File: src/rtl/eth_tx_frame_reader.sv
// ---------------------------------------------------------------------------
// eth_tx_frame_reader
//
// Reads one Ethernet frame out of the shared 2048x8 packet buffer through its
// fabric-side port and streams it byte-by-byte to the MAC transmit path, then
// holds off for an inter-frame gap before signalling done.
//
// Optional feature macro: ETH_TX_PAD_EN
//   When defined, frames with 0 < len < MIN_LEN are extended to MIN_LEN bytes
//   with internally generated 0x00 bytes (no buffer reads for the pad bytes).
//
// Ports:
//   clk, reset_n         clock, asynchronous active-low reset
//   start                one-cycle pulse that begins a frame (ignored while busy)
//   start_addr           buffer offset of the first byte
//   frame_len            byte count (clamped to 2048)
//   busy                 frame in progress, including the inter-frame gap
//   done                 one-cycle pulse at the end of the gap
//   buf_address, buf_rd  buffer read port (address / read enable)
//   buf_readdata         buffer data, valid one cycle after buf_rd
//   tx_data, tx_valid,   byte stream to the MAC
//   tx_ready, tx_sop,
//   tx_eop
//   dbg_state            current FSM state (0 IDLE, 1 FETCH, 2 DRAIN, 3 GAP)
//
// Handshake: a byte moves on a clock edge where tx_valid and tx_ready are both
// high; while tx_valid is high and tx_ready low, tx_data/tx_sop/tx_eop hold.
// ---------------------------------------------------------------------------
module eth_tx_frame_reader #(
  parameter int ADDR_W     = 11,
  parameter int LEN_W      = 12,
  parameter int IFG_CYCLES = 12,
  parameter int MIN_LEN    = 60
) (
  input  logic              clk,
  input  logic              reset_n,
  input  logic              start,
  input  logic [ADDR_W-1:0] start_addr,
  input  logic [LEN_W-1:0]  frame_len,
  output logic              busy,
  output logic              done,
  output logic [ADDR_W-1:0] buf_address,
  output logic              buf_rd,
  input  logic [7:0]        buf_readdata,
  output logic [7:0]        tx_data,
  output logic              tx_valid,
  input  logic              tx_ready,
  output logic              tx_sop,
  output logic              tx_eop,
  output logic [1:0]        dbg_state
);

  typedef enum logic [1:0] {
    S_IDLE  = 2'd0,
    S_FETCH = 2'd1,
    S_DRAIN = 2'd2,
    S_GAP   = 2'd3
  } state_t;

  localparam int               GAP_W   = $clog2(IFG_CYCLES + 1);
  localparam logic [LEN_W-1:0] MAX_LEN = LEN_W'(1 << ADDR_W);

  state_t            r_state;
  logic [ADDR_W-1:0] r_rd_ptr;
  logic [LEN_W-1:0]  r_len;      // bytes to read from the buffer
  logic [LEN_W-1:0]  r_tot;      // bytes to emit (len, or padded length)
  logic [LEN_W-1:0]  r_rd_cnt;
  logic [LEN_W-1:0]  r_out_cnt;
  logic [GAP_W-1:0]  r_gap_cnt;
  logic              r_busy;
  logic              r_done;
  logic              r_rd_d1;    // a read issued last cycle lands this cycle

  logic [7:0]        r_fifo [2];
  logic              r_wr_idx;
  logic              r_rd_idx;
  logic [1:0]        r_cnt;

  logic [LEN_W-1:0]  w_len;
  logic [LEN_W-1:0]  w_tot;
  logic              w_pad_valid;
  logic              w_valid;
  logic              w_xfer;
  logic              w_fifo_pop;
  logic [1:0]        w_resv;
  logic              w_issue;

  assign w_len = (frame_len > MAX_LEN) ? MAX_LEN : frame_len;

`ifdef ETH_TX_PAD_EN
  localparam logic [LEN_W-1:0] PAD_LEN = LEN_W'(MIN_LEN);
  assign w_tot = ((w_len != '0) && (w_len < PAD_LEN)) ? PAD_LEN : w_len;
  // Pad bytes follow once every real byte has left the FIFO.
  assign w_pad_valid = (r_state == S_DRAIN) && (r_out_cnt >= r_len) &&
                       (r_out_cnt < r_tot);
`else
  assign w_tot       = w_len;
  assign w_pad_valid = 1'b0;
`endif

  assign w_valid    = (r_cnt != 2'd0) || w_pad_valid;
  assign w_xfer     = w_valid && tx_ready;
  assign w_fifo_pop = (r_cnt != 2'd0) && tx_ready;

  // Slots committed after this cycle's pop: stored entries plus the read whose
  // data arrives this cycle. Counting the same-cycle pop lets a freed slot be
  // reused immediately, which is what keeps one byte per cycle flowing with
  // only two entries.
  assign w_resv  = r_cnt + {1'b0, r_rd_d1} - {1'b0, w_fifo_pop};
  assign w_issue = (r_state == S_FETCH) && (r_rd_cnt != r_len) && (w_resv < 2'd2);

  assign buf_rd      = w_issue;
  assign buf_address = r_rd_ptr;
  assign tx_valid    = w_valid;
  assign tx_data     = w_pad_valid ? 8'h00 : r_fifo[r_rd_idx];
  assign tx_sop      = w_valid && (r_out_cnt == '0);
  assign tx_eop      = w_valid && (r_out_cnt == (r_tot - LEN_W'(1)));
  assign busy        = r_busy;
  assign done        = r_done;
  assign dbg_state   = r_state;

  // Two-entry skid FIFO fed by the buffer's one-cycle read latency.
  always_ff @(posedge clk or negedge reset_n) begin
    if (!reset_n) begin
      r_fifo[0] <= '0;
      r_fifo[1] <= '0;
      r_wr_idx  <= 1'b0;
      r_rd_idx  <= 1'b0;
      r_cnt     <= 2'd0;
      r_rd_d1   <= 1'b0;
    end else begin
      r_rd_d1 <= w_issue;
      if (r_rd_d1) begin
        r_fifo[r_wr_idx] <= buf_readdata;
        r_wr_idx         <= ~r_wr_idx;
      end
      if (w_fifo_pop) r_rd_idx <= ~r_rd_idx;
      r_cnt <= r_cnt + {1'b0, r_rd_d1} - {1'b0, w_fifo_pop};
    end
  end

  always_ff @(posedge clk or negedge reset_n) begin
    if (!reset_n) begin
      r_state   <= S_IDLE;
      r_rd_ptr  <= '0;
      r_len     <= '0;
      r_tot     <= '0;
      r_rd_cnt  <= '0;
      r_out_cnt <= '0;
      r_gap_cnt <= '0;
      r_busy    <= 1'b0;
      r_done    <= 1'b0;
    end else begin
      r_done <= 1'b0;
      if (w_xfer) r_out_cnt <= r_out_cnt + LEN_W'(1);

      case (r_state)
        S_IDLE: begin
          // A start landing in the done cycle is dropped.
          if (start && !r_done) begin
            r_rd_ptr  <= start_addr;
            r_len     <= w_len;
            r_tot     <= w_tot;
            r_rd_cnt  <= '0;
            r_out_cnt <= '0;
            r_busy    <= 1'b1;
            if (w_len == '0) begin
              // Empty frame: the gap runs one cycle longer than after a
              // real frame, so the counter starts one lower.
              r_gap_cnt <= '0;
              r_state   <= S_GAP;
            end else begin
              r_state <= S_FETCH;
            end
          end
        end

        S_FETCH: begin
          if (w_issue) begin
            r_rd_ptr <= r_rd_ptr + ADDR_W'(1);
            r_rd_cnt <= r_rd_cnt + LEN_W'(1);
            if ((r_rd_cnt + LEN_W'(1)) == r_len) r_state <= S_DRAIN;
          end
        end

        S_DRAIN: begin
          if (w_xfer && (r_out_cnt == (r_tot - LEN_W'(1)))) begin
            r_gap_cnt <= GAP_W'(1);
            r_state   <= S_GAP;
          end
        end

        S_GAP: begin
          if (r_gap_cnt == GAP_W'(IFG_CYCLES - 1)) begin
            r_done  <= 1'b1;
            r_busy  <= 1'b0;
            r_state <= S_IDLE;
          end else begin
            r_gap_cnt <= r_gap_cnt + GAP_W'(1);
          end
        end

        default: r_state <= S_IDLE;
      endcase
    end
  end

endmodule

File: config.mk
export PLATFORM = sky130hd
export DESIGN_NAME = eth_tx_frame_reader
export DESIGN_NICKNAME = d
export VERILOG_FILES = /design/src/rtl/eth_tx_frame_reader.sv
export SDC_FILE = /design/constraint.sdc
export NUM_CORES = 1
export LEC_CHECK = 0
export ABC_CLOCK_PERIOD_IN_PS = 3800
export CORE_ASPECT_RATIO = 2
export CORE_UTILIZATION = 45
export CTS_CLUSTER_DIAMETER = 150
export DETAILED_ROUTE_END_ITERATION = 12
export GPL_ROUTABILITY_DRIVEN = 0
export HOLD_SLACK_MARGIN = 0.03
export PLACE_DENSITY = 0.67
export REMOVE_ABC_BUFFERS = 1
export SLEW_MARGIN = 20
export SYNTH_ARGS = -nofsm -noshare
export SYNTH_HDL_FRONTEND = slang
export SYNTH_SLANG_ARGS = --single-unit
File: constraint.sdc
create_clock -name clk -period 3.8 [get_ports clk]
set_input_delay 0.38 -clock clk [delete_from_list [all_inputs] [get_ports clk]]
set_output_delay 0.38 -clock clk [all_outputs]
set_load 0.1 [all_outputs]
==> run metrics <==
status=complete, no violations; peak supply drop=0.710 mV; post-CTS resize count=0; Post-Synthesis Cell Area=4830 um^2; synth top area cells=dfrtp_1 (39%), mux2_2 (5.8%), xnor2_1 (4.4%), xor2_1 (4.4%), nand2_1 (4.2%); CORE AREA=10,500 um^2; count of final setup violators=0; #FFs+latches synth=76; worst skew pair latency=0.34 ns; Synth Area in Simple Gates=0.242; Register Area=1900 um^2; wire length per cell=17.7 um; drt initial violations=206; Worst slew margin=0.335; first-pass GRT wire length=20,100 um; CP peak stage delay=0.61 ns; gr usage total=0.240; IO Pins=62; f_max=0.317 GHz; YS warnings=0; crit path cell chain=or4_1 > nor3_2 > nand3b_1 > o21ai_0 > a211oi_1 > a21oi_1 > and4_1 > buf_4; multi-input gate area in the final layout=2730 um^2; Cell Count, Final, Fillers Out=696; HP Class=in2async; crit path max fanout=13; Post-Synth XOR/XNOR Area=0.0870; ys flop type=dfrtp_1; Setup Buffers After CTS=0; Slowest-stage cell, CP=or4_1; CP arrival=2.78 ns; most frequent cells in the layout=dfrtp_1 (76), clkdlybuf4s50_1 (57), nand2_1 (54); mux cell area share after synthesis=0.0686; number of antenna violations at the first check in global routing=0; Power Dens Cells=983 nW/um^2; number of synthesized flops with an enable pin=0; Synth top area share=0.394; H-tree lvl count=3; Post-DRT Antenna Nets=0; largest net degree at the start of global routing=77; Layout Skew=0.00602 ns; Initial Util=0.461; CP required=3.42 ns; Critical Path End Type=primary output; drt drc=0; hold_buf cts=0; fin area=5770 um^2; hpwl dp=9010 um; Clk pin slew, worst setup/hold paths=0.07 ns; Area growth, synth to finish=19.5%; ANT cells=0; Post-Place Cells=680; Max Slew Vio Count=0; vias in the first global route=4,075; fin crit period=3.16 ns; Final nets=602; final WL=12,300 um; setup slack after placement=0.713 ns; share of cells above drive strength 1=0.118; Num CTS Buffers=9; # rows=53; Tcrit/Tclk final=0.830; synthesized instance count=509; # fillers=1,017; MaxCap Viol Count=0; Buffers on Ports=61; critical path type=reg2out; Final Hold Fails=0; post-DR vias/cell=5.77; main combinational cell family by area after synthesis=simple AND/OR/NAND/NOR gates; Congestion Overflow GR=0; sum of negative setup slack=0 ns; Mean Syn Cell Area=9.49 um^2; Leak=0.00237 uW; CTS tree=built; setup ws final=0.645 ns; startpoint types=register; CTS root buf=clkbuf_16; Die ar.=11,200 um^2; Synth area leader=dfrtp_1; Die Ht=149 um; Placed Area=5490 um^2; Die X-Extent=75.3 um; Pre-Repair DR Iteration Count=4; Slew @ Worst Pin=0.997 ns; Synth Area in Compound Gates=0.133; clock sinks=76; Bufs on Longest Clock Path=2; sequential area share after synthesis=0.394; Synth cell types=67; overall via count from detail_route=4,019; RSZ-0062 raised after global routing=false; slack of the worst reg-to-reg path=0.73 ns; most common cell after layout, fill and taps aside=dfrtp_1; adder-cell share of the synthesized area=0.0337; async set or reset register ratio after synthesis=1.00
==> power breakdown <==
group | total, uW | internal [uW] | switching (uW)
clock network | 831 | 452 | 379
registers | 1480 | 1090 | 389
logic | 3360 | 1130 | 2230
total | 5670 | 2670 | 3000
==> cell type report <==
cell class                 count  area share
clock inverter                 7     0.00997
inverter                      14     0.00910
clock buffer                   9      0.0390
timing repair buffer          64       0.110
multi-input combinational    389       0.473
tap                          137      0.0297
sequential                    76       0.329
==> routing by layer <==
layer,global-route usage,vias to the layer above,share of wire
li1,-,1903,-
met1,0.249,1955,0.37
met2,0.432,108,0.55
met3,0.0305,53,0.028
met4,0.161,0,0.053
met5,0,-,0
==> worst max-delay path: cells and delay by family (launching register included) <==
kind                   cells  cell delay [ns]
AND/OR/NAND/NOR            4             1.24
flip-flops                 1             0.59
buffers and inverters      1             0.30
AO/OA/AOI/OAI              3             0.29
==> final timing paths <==
path	to	depth (start not counted)	start
hold reg to reg	r_fifo[7]	1	r_fifo[7]
max in group asynchronous	buf_address[3]	1	reset_n
min in group clk	r_fifo[7]	1	r_fifo[7]
setup reg to reg	buf_address[7]	11	r_cnt[0]
setup / recovery	tx_eop	8	r_tot[5]
hold / removal	r_tot[7]	1	reset_n
==> sequential cells by signal (all words and copies together), names as in the netlist, 2 cells and up <==
register and count:
r_cnt 2, r_rd_cnt 12, r_out_cnt 12, r_gap_cnt 4, r_fifo 16, buf_address 11
r_tot 12, dbg_state 2
==> kinds of logic (layout without fill, tap and decap cells) <==
group	count (synthesis)	after routing
flip-flops	76	76
multiplexers	30	30
XOR/XNOR	48	48
adder cells (fa/ha/maj)	13	13
AO/OA/AOI/OAI	89	89
AND/OR/NAND/NOR	209	209
buffers and inverters	44	94
==> synth_stat cells, types with 4 or more instances <==
cell type	count
a211oi_1	4
a21oi_1	20
a22o_1	6
a31oi_1	5
and2_1	6
and3_1	10
and4_1	5
buf_2	7
clkbuf_1	18
dfrtp_1	76
ha_1	13
inv_1	14
mux2_2	25
mux2i_1	5
nand2_1	54
nand2b_1	8
nand3_1	12
nand3b_1	11
nand4_1	6
nor2_1	36
nor2b_1	5
nor3_1	13
nor3b_1	5
nor4_1	6
o211ai_1	4
o21a_1	4
o21ai_0	16
o22ai_1	5
or3_1	10
or4_1	5
xnor2_1	24
xor2_1	24
==> metrics by stage <==
step / hold slack (ns) / util / power, uW
detailed placement: 0.491 / 0.524 / 4850
CTS: 0.251 / 0.551 / 5700
global route: 0.264 / 0.551 / 5990
global placement: 0.476 / 0.524 / 4780
floorplan: 0.0844 / - / 3990
finish: 0.173 / 0.551 / 5670
Note: power is estimated with default switching activity, not from simulation.
